### src/rtl/lsu.sv
// lsu: RV64 load/store unit running a req/ack data-memory transaction
// and returning an aligned, sign/zero-extended load value.
module lsu (
    input  logic        clk,
    input  logic        rstn,
    input  logic        valid_i,
    input  logic        mem_read_i,
    input  logic        mem_write_i,
    input  logic [2:0]  funct3_i,
    input  logic [63:0] addr_i,
    input  logic [63:0] wdata_i,
    output logic        stall_o,
    output logic        done_o,
    output logic [63:0] rdata_o,
    output logic        err_o,
    output logic        dmem_req_o,
    output logic        dmem_we_o,
    output logic [63:0] dmem_addr_o,
    output logic [63:0] dmem_wdata_o,
    output logic [7:0]  dmem_wmask_o,
    input  logic        dmem_ack_i,
    input  logic [63:0] dmem_rdata_i
);
    localparam logic [1:0] IDLE = 2'd0, REQ = 2'd1, DONE = 2'd2;
    logic [1:0]  state;
    logic [2:0]  f3_q, off_q;
    logic        we_q, err_q;
    logic [63:0] addr_q, wdata_q, rdata_q;
    logic [7:0]  mask_q;
    logic        accept, misalign, bad;
    logic [1:0]  sz;
    logic [7:0]  base;
    logic [63:0] sh, ext;
    always_comb begin
        accept   = (state == IDLE) & valid_i & (mem_read_i | mem_write_i);
        sz       = funct3_i[1:0];
        misalign = (sz == 2'd1) ? addr_i[0] : (sz == 2'd2) ? |addr_i[1:0] : (sz == 2'd3) ? |addr_i[2:0] : 1'b0;
        bad      = (mem_read_i & mem_write_i) | (mem_write_i ? funct3_i[2] : funct3_i == 3'b111) | misalign;
        base     = (sz == 2'd0) ? 8'h01 : (sz == 2'd1) ? 8'h03 : (sz == 2'd2) ? 8'h0f : 8'hff;
        sh       = dmem_rdata_i >> {off_q, 3'b000};
        // funct3[2] set means unsigned: suppress the sign fill
        ext      = (f3_q[1:0] == 2'd0) ? {{56{~f3_q[2] & sh[7]}}, sh[7:0]} :
                   (f3_q[1:0] == 2'd1) ? {{48{~f3_q[2] & sh[15]}}, sh[15:0]} :
                   (f3_q[1:0] == 2'd2) ? {{32{~f3_q[2] & sh[31]}}, sh[31:0]} : sh;
    end
    always_ff @(posedge clk or negedge rstn) begin
        if (!rstn) begin
            state   <= IDLE;
            f3_q    <= '0;
            off_q   <= '0;
            we_q    <= 1'b0;
            err_q   <= 1'b0;
            addr_q  <= '0;
            wdata_q <= '0;
            mask_q  <= '0;
            rdata_q <= '0;
        end else if (accept) begin
            f3_q    <= funct3_i;
            off_q   <= addr_i[2:0];
            addr_q  <= {addr_i[63:3], 3'b000};
            we_q    <= mem_write_i;
            wdata_q <= wdata_i << {addr_i[2:0], 3'b000};
            mask_q  <= mem_write_i ? base << addr_i[2:0] : 8'h00;
            err_q   <= bad;
            rdata_q <= bad ? 64'd0 : rdata_q;
            state   <= bad ? DONE : REQ;
        end else if (state == REQ && dmem_ack_i) begin
            rdata_q <= we_q ? 64'd0 : ext;
            state   <= DONE;
        end else if (state[1]) begin
            state   <= IDLE;
        end
    end
    assign stall_o      = accept | (state == REQ);
    assign done_o       = state == DONE;
    assign err_o        = done_o & err_q;
    assign rdata_o      = rdata_q;
    assign dmem_req_o   = state == REQ;
    assign dmem_we_o    = dmem_req_o & we_q;
    assign dmem_addr_o  = addr_q;
    assign dmem_wdata_o = wdata_q;
    assign dmem_wmask_o = mask_q;
endmodule

### config.mk
export PLATFORM = sky130hd
export DESIGN_NAME = lsu
export DESIGN_NICKNAME = d
export VERILOG_FILES = /design/src/rtl/lsu.sv
export SDC_FILE = /design/constraint.sdc
export NUM_CORES = 1
export LEC_CHECK = 0
export BUFFER_PORTS_ARGS = -buffer_cell sky130_fd_sc_hd__buf_4
export CORE_AREA = 4 4 157 159
export DETAILED_ROUTE_END_ITERATION = 16
export DIE_AREA = 0 0 161 163
export PLACE_DENSITY = 0.77
export SKIP_CTS_REPAIR_TIMING = 1
export SLEW_MARGIN = 20
export SYNTH_ARGS = -nofsm -noshare
export SYNTH_HDL_FRONTEND = slang
export SYNTH_SLANG_ARGS = --single-unit
### constraint.sdc
create_clock -name clk -period 3.75 [get_ports clk]
set_clock_uncertainty 0.1 [all_clocks]
set_input_delay 0.75 -clock clk [delete_from_list [all_inputs] [get_ports clk]]
set_output_delay 0.75 -clock clk [all_outputs]
set_load 0.1 [all_outputs]
# After elaboration in Yosys (flattened, before gate mapping)

Index checks and enable logic that the tools add are counted.

Register bits after elaboration: 207
Bits in latches: 0
Bits in writable memories: 0
Memory bits (read-only): 0
Input bits: 201
Memories kept: 0

Add/sub/neg operators: 0
$mul: 0
Divide/modulo/power cells: 0
Magnitude comparators: 0
Eq/ne operators: 9
Shift-type cells: 3
Multiplexer cells: 19
Bitwise logic cells: 13
Reductions and logical operators: 9

Operators by type and width:

| kind                                                                   | count |
|---|---|
| 64-bit 2-to-1 mux                                                      | 7 |
| 64-bit by 6-bit << shifter with 64-bit output                          | 1 |
| 64-bit by 6-bit >> shifter with 64-bit output                          | 1 |
| 8-bit 2-to-1 mux                                                       | 4 |
| 1-bit AND                                                              | 8 |
| 2-bit equality test (second input constant)                            | 4 |
| 8-bit by 3-bit << shifter with 8-bit output                            | 1 |
| 2-bit by 1-bit equality test with 1-bit output (second input constant) | 3 |
| 2-bit zero test                                                        | 3 |
| 2-bit 2-to-1 mux                                                       | 3 |
| 1-bit 2-to-1 mux                                                       | 5 |
| 1-bit bitwise OR                                                       | 4 |
| 3-bit equality test (second input constant)                            | 1 |
| 3-bit nonzero test                                                     | 1 |
| 3-bit OR reduction                                                     | 1 |
| 2-bit by 1-bit != test with 1-bit output (second input constant)       | 1 |
| 2-bit AND reduction                                                    | 1 |
| 2-bit nonzero test                                                     | 1 |
| 2-bit OR reduction                                                     | 1 |
| 1-bit logical AND                                                      | 1 |
| 1-bit NOT                                                              | 1 |

# Longest topological paths before layout

Depth after elaboration: 8
Gate-level depth with buffers: 9

# Worst setup path before layout

Ideal clock, no wire load.

Kind: reg-to-output
Start: register state[1]
End: output err_o
Arrival: 2753 ps
Data required time: 2900 ps
Path slack: 147 ps
Stages on the path, launching flop included: 4
Path buffers: 1
Path through: dfrtp_1 buf_2 nor2b_1 and2_1

Longest elaborated chain between the ends: 2

Ends and longest elaborated chain:

| what                   | RTL line | text |
|---|---|---|
| start, declared        | 25       | `logic [1:0] state;` |
| start signal, assigned | 66       | `state <= bad ? DONE : REQ;` |
| 2-bit equality test    | 75       | `assign done_o = state == DONE;` |
| via done_o             | 13       | `output logic done_o,` |
| 1-bit AND              | 76       | `assign err_o = done_o & err_q;` |
| end, declared          | 15       | `output logic err_o,` |

The timed path passes the listed nets, and every way through them passes these cells.

# Final worst setup path

Start: register off_q[0]
End: register rdata_q[22], in the netlist rdata_o[22]

Longest elaborated chain between the ends: 7
Elaborated cells on any way between the ends: 9

Ends and longest elaborated chain:

| what                                                  | RTL line | text |
|---|---|---|
| start, declared                                       | 26       | `logic [2:0] f3_q, off_q;` |
| start signal, assigned                                | 59       | `off_q <= addr_i[2:0];` |
| 64-bit by 6-bit >> shifter with 64-bit output *       | 40       | `sh = dmem_rdata_i >> {off_q, 3'b000};` |
| 64-bit 2-to-1 mux / 1-bit AND (equally long branches) | 44, 43   |  |
| 64-bit 2-to-1 mux                                     | 43       | `(f3_q[1:0] == 2'd1) ? {{48{~f3_q[2] & sh[15]}}, sh[15:0]} :` |
| 64-bit 2-to-1 mux *                                   | 42       | `ext = (f3_q[1:0] == 2'd0) ? {{56{~f3_q[2] & sh[7]}}, sh[7:0]} :` |
| 64-bit 2-to-1 mux *                                   | 68       | `rdata_q <= we_q ? 64'd0 : ext;` |
| 64-bit 2-to-1 mux *                                   | 67       | `end else if (state == REQ && dmem_ack_i) begin` |
| 64-bit 2-to-1 mux *                                   | 57       | `end else if (accept) begin` |
| end signal, assigned                                  | 65       | `rdata_q <= bad ? 64'd0 : rdata_q;` |
| end signal, assigned                                  | 68       |  |
| end, declared                                         | 28       | `logic [63:0] addr_q, wdata_q, rdata_q;` |

Every way passes the cells marked *; elsewhere a longest branch is shown, timed or not. The select of a mux whose other input is x is not followed.
A chain may end at the register's enable or synchronous reset.

==> results.sh <==
export IMPL_cts_inserted_buffers=24
export IMPL_r2r_start="off_q[0]"
export IMPL_fillCellCount=1966
export IMPL_worstReg2RegEnd="rdata_o[22]"
export IMPL_ant_nets=0
export IMPL_fin_nets=1726
export IMPL_cts_buffer_depth=3
export IMPL_synth_area_um2=11000
export IMPL_crit_arrival_ps=3180
export IMPL_seqPwrFrac_pct=26.5
export IMPL_grt_ovfl_total=0
export IMPL_final_cell_mix="412 x buf_4, 322 x nand2_1, 206 x dfrtp_1"
export IMPL_p_switching_w=0.00625
export IMPL_fin_area_um2=15000
export IMPL_placed_cell_area_um2=14200
export IMPL_synth_edf_count=0
export IMPL_cts_root_buf="clkbuf_16"
export IMPL_wirelength_mm=39.2
export IMPL_crit_path_end_kind="flip-flop"
export IMPL_synth_area_top_cells="dfrtp_1 47%, nand2_1 11%, mux2i_1 9.5%"
export IMPL_synth_cell_type_count=59
export IMPL_leakage_nw=7.54
export IMPL_drt_iter0_markers=806
export IMPL_grt_pass1_wl_mm=59.2
export IMPL_cp_max_fo=32
export IMPL_cts_tree="done"
export IMPL_power_internal_w=0.00553
export IMPL_tightest_slew_ps=968
export IMPL_layout_drive_gt1_share_pct=32.9
export IMPL_setup_tns_ps=0
export IMPL_powerDensity_nw_per_um2=787
export IMPL_cts_clk_slew_worst_paths_ps=60
export IMPL_ioPinCount=406
export IMPL_die_w_um=161
export IMPL_grt_start_max_net_pins=91
export IMPL_fp_coreArea_um2=23300
export IMPL_irDropWorstVdd_v=0.000458
export IMPL_vias=10600
export IMPL_first_pass_iters=5
export IMPL_synth_top_area_share_pct=47.1
export IMPL_cts_sinks=207
export IMPL_final_setup_viol_count=0
export IMPL_clkLatencyLatePin_ps=520
export IMPL_fmax_ghz=0.345
export IMPL_ys_dominant_reg_cell="dfrtp_1"
export IMPL_async_flop_share_pct=100
export IMPL_outcome="finished, final reports clean"
export IMPL_clock_power_share_pct=20.0
export IMPL_period_share_pct=77.3
export IMPL_slew_violations=0
export IMPL_yosys_area_top_type="dfrtp_1"
export IMPL_gp_congestion=0.922
export IMPL_die_y_um=163
export IMPL_comb_power_share_pct=53.5
export IMPL_reg2reg_setup_slack_ps=850
export IMPL_place_inst=1817
export IMPL_switching_share_pct=53.1
export IMPL_final_common_cell="buf_4"
export IMPL_critPathLaunchType="flip-flop"
export IMPL_rows=56
export IMPL_dieArea_um2=26200
export IMPL_via_per_inst=5.69
export IMPL_grt_use_total_pct=28.4
export IMPL_avgSynthCellArea_um2=9.29
export IMPL_period_minus_slack_ps=2900
export IMPL_synth_seq_area_share_pct=47.1
export IMPL_synth_seq_cells=207
export IMPL_maxCapViolCount=0
export IMPL_ys_warn_count=0
export IMPL_criticalPathCategory="reg -> reg"
export IMPL_start_util_pct=47.3
export IMPL_hold_viol_final=0
export IMPL_crit_required_ps=4030
export IMPL_grt_pass1_vias=10400
export IMPL_htree_num_levels=1
export IMPL_dp_hpwl_mm=29.2
export IMPL_drcViolationCount=0
export IMPL_antennaDiodeCount=0
export IMPL_max_slew_margin_rel_pct=35.5
export IMPL_synthCells=1183
export IMPL_finalNonFillerCells=1861
export IMPL_hp_class="in -> async"
export IMPL_antenna_found_initial=0
export IMPL_io_buffers=402
export IMPL_area_growth_synth_to_final_pct=36.2
export IMPL_routedWlPerCell_um=21.0
export IMPL_rr_worst_depth=5
export IMPL_rsz0062_at_grt="no"
==> power by group through the flow <==
stage	sequential [W]	clock, W	combinational, W
6_report	0.00312	0.00236	0.00631
5_1_grt	0.00318	0.00250	0.00654
4_1_cts	0.00311	0.00239	0.00631
3_5_place_dp	0.00314	0	0.00630
2_1_floorplan	0.00641	0	0.00146
3_3_place_gp	0.00313	0	0.00626
==> flip-flops by register name, summed over array words and instances, names as in the netlist <==
signal and count:
err_q 1, state 2, dmem_wmask_o 8, rdata_o 64, we_q 1, off_q 3
f3_q 3, dmem_wdata_o 64, dmem_addr_o 61
==> synthesized netlist by cell type, drive strengths merged, types with 11 or more instances <==
| library cell | count |
|---|---|
| a211oi | 25 |
| dfrtp | 207 |
| o2bb2ai | 17 |
| buf | 47 |
| a21oi | 43 |
| o21a | 11 |
| nor2 | 32 |
| clkbuf | 58 |
| o21ai | 95 |
| o211ai | 22 |
| nor2b | 19 |
| mux2i | 104 |
| mux2 | 23 |
| nand2 | 322 |
| a22o | 55 |
==> area by class of cell <==
| class | instances | area [µm²] | share of cell area (%) |
|---|---|---|---|
| clock buffer | 33 | 716 | 4.78 |
| clock inverter | 10 | 87.6 | 0.585 |
| inverter | 6 | 22.5 | 0.150 |
| multi-input combinational | 867 | 5350 | 35.7 |
| sequential | 207 | 5180 | 34.6 |
| tap | 319 | 399 | 2.66 |
| timing repair buffer | 419 | 3220 | 21.5 |
==> through the flow <==
stage          util (%)  setup WS (ps)  total power (W)  hold WS [ps]
4_1_cts            64.3            686           0.0118           219
3_3_place_gp       60.9            860          0.00939           359
2_1_floorplan         -            147          0.00787           354
3_5_place_dp       60.9            704          0.00944           363
5_1_grt            64.4            709           0.0122           240
6_report           64.4            853           0.0118           186
==> cell families after synthesis <==
| family | Yosys count | share of synthesized area [%] |
|---|---|---|
| simple gates | 416 | 15.9 |
| compound gates | 320 | 20.5 |
| flops | 207 | 47.1 |
| mux | 128 | 12.0 |
| buf+inv | 111 | 4.44 |
| other cells | 1 | 0.0341 |
==> worst max-delay path, cell delays in order, from the launching register on <==
cell       delay [ps]
dfrtp_2           890
mux2i_1           450
o211ai_1          160
a31oi_1           390
or2_1             600
o2bb2ai_1         160
==> routing by layer <==
layer | vias up | wire length [µm] | global-route usage (%)
met2 | 516 | 19400 | 48.6
met4 | 0 | 1690 | 11.9
met1 | 5106 | 14400 | 34.3
li1 | 4875 | - | -
met5 | - | 0 | 0
met3 | 95 | 3650 | 7.52
==> worst max-delay path by stage <==
stage	slack [ps]	depth (start not counted)	startpoint	endpoint
3_3_place_gp	860	6	dmem_ack_i	rdata_o[56]
5_1_grt	710	5	off_q[0]	rdata_o[23]
4_1_cts	690	5	off_q[0]	rdata_o[38]
3_5_place_dp	700	5	off_q[0]	rdata_o[38]
6_report	850	5	off_q[0]	rdata_o[22]
2_1_floorplan	150	3	state[1]	err_o
No activity file was read; power rests on OpenSTA's default activity.
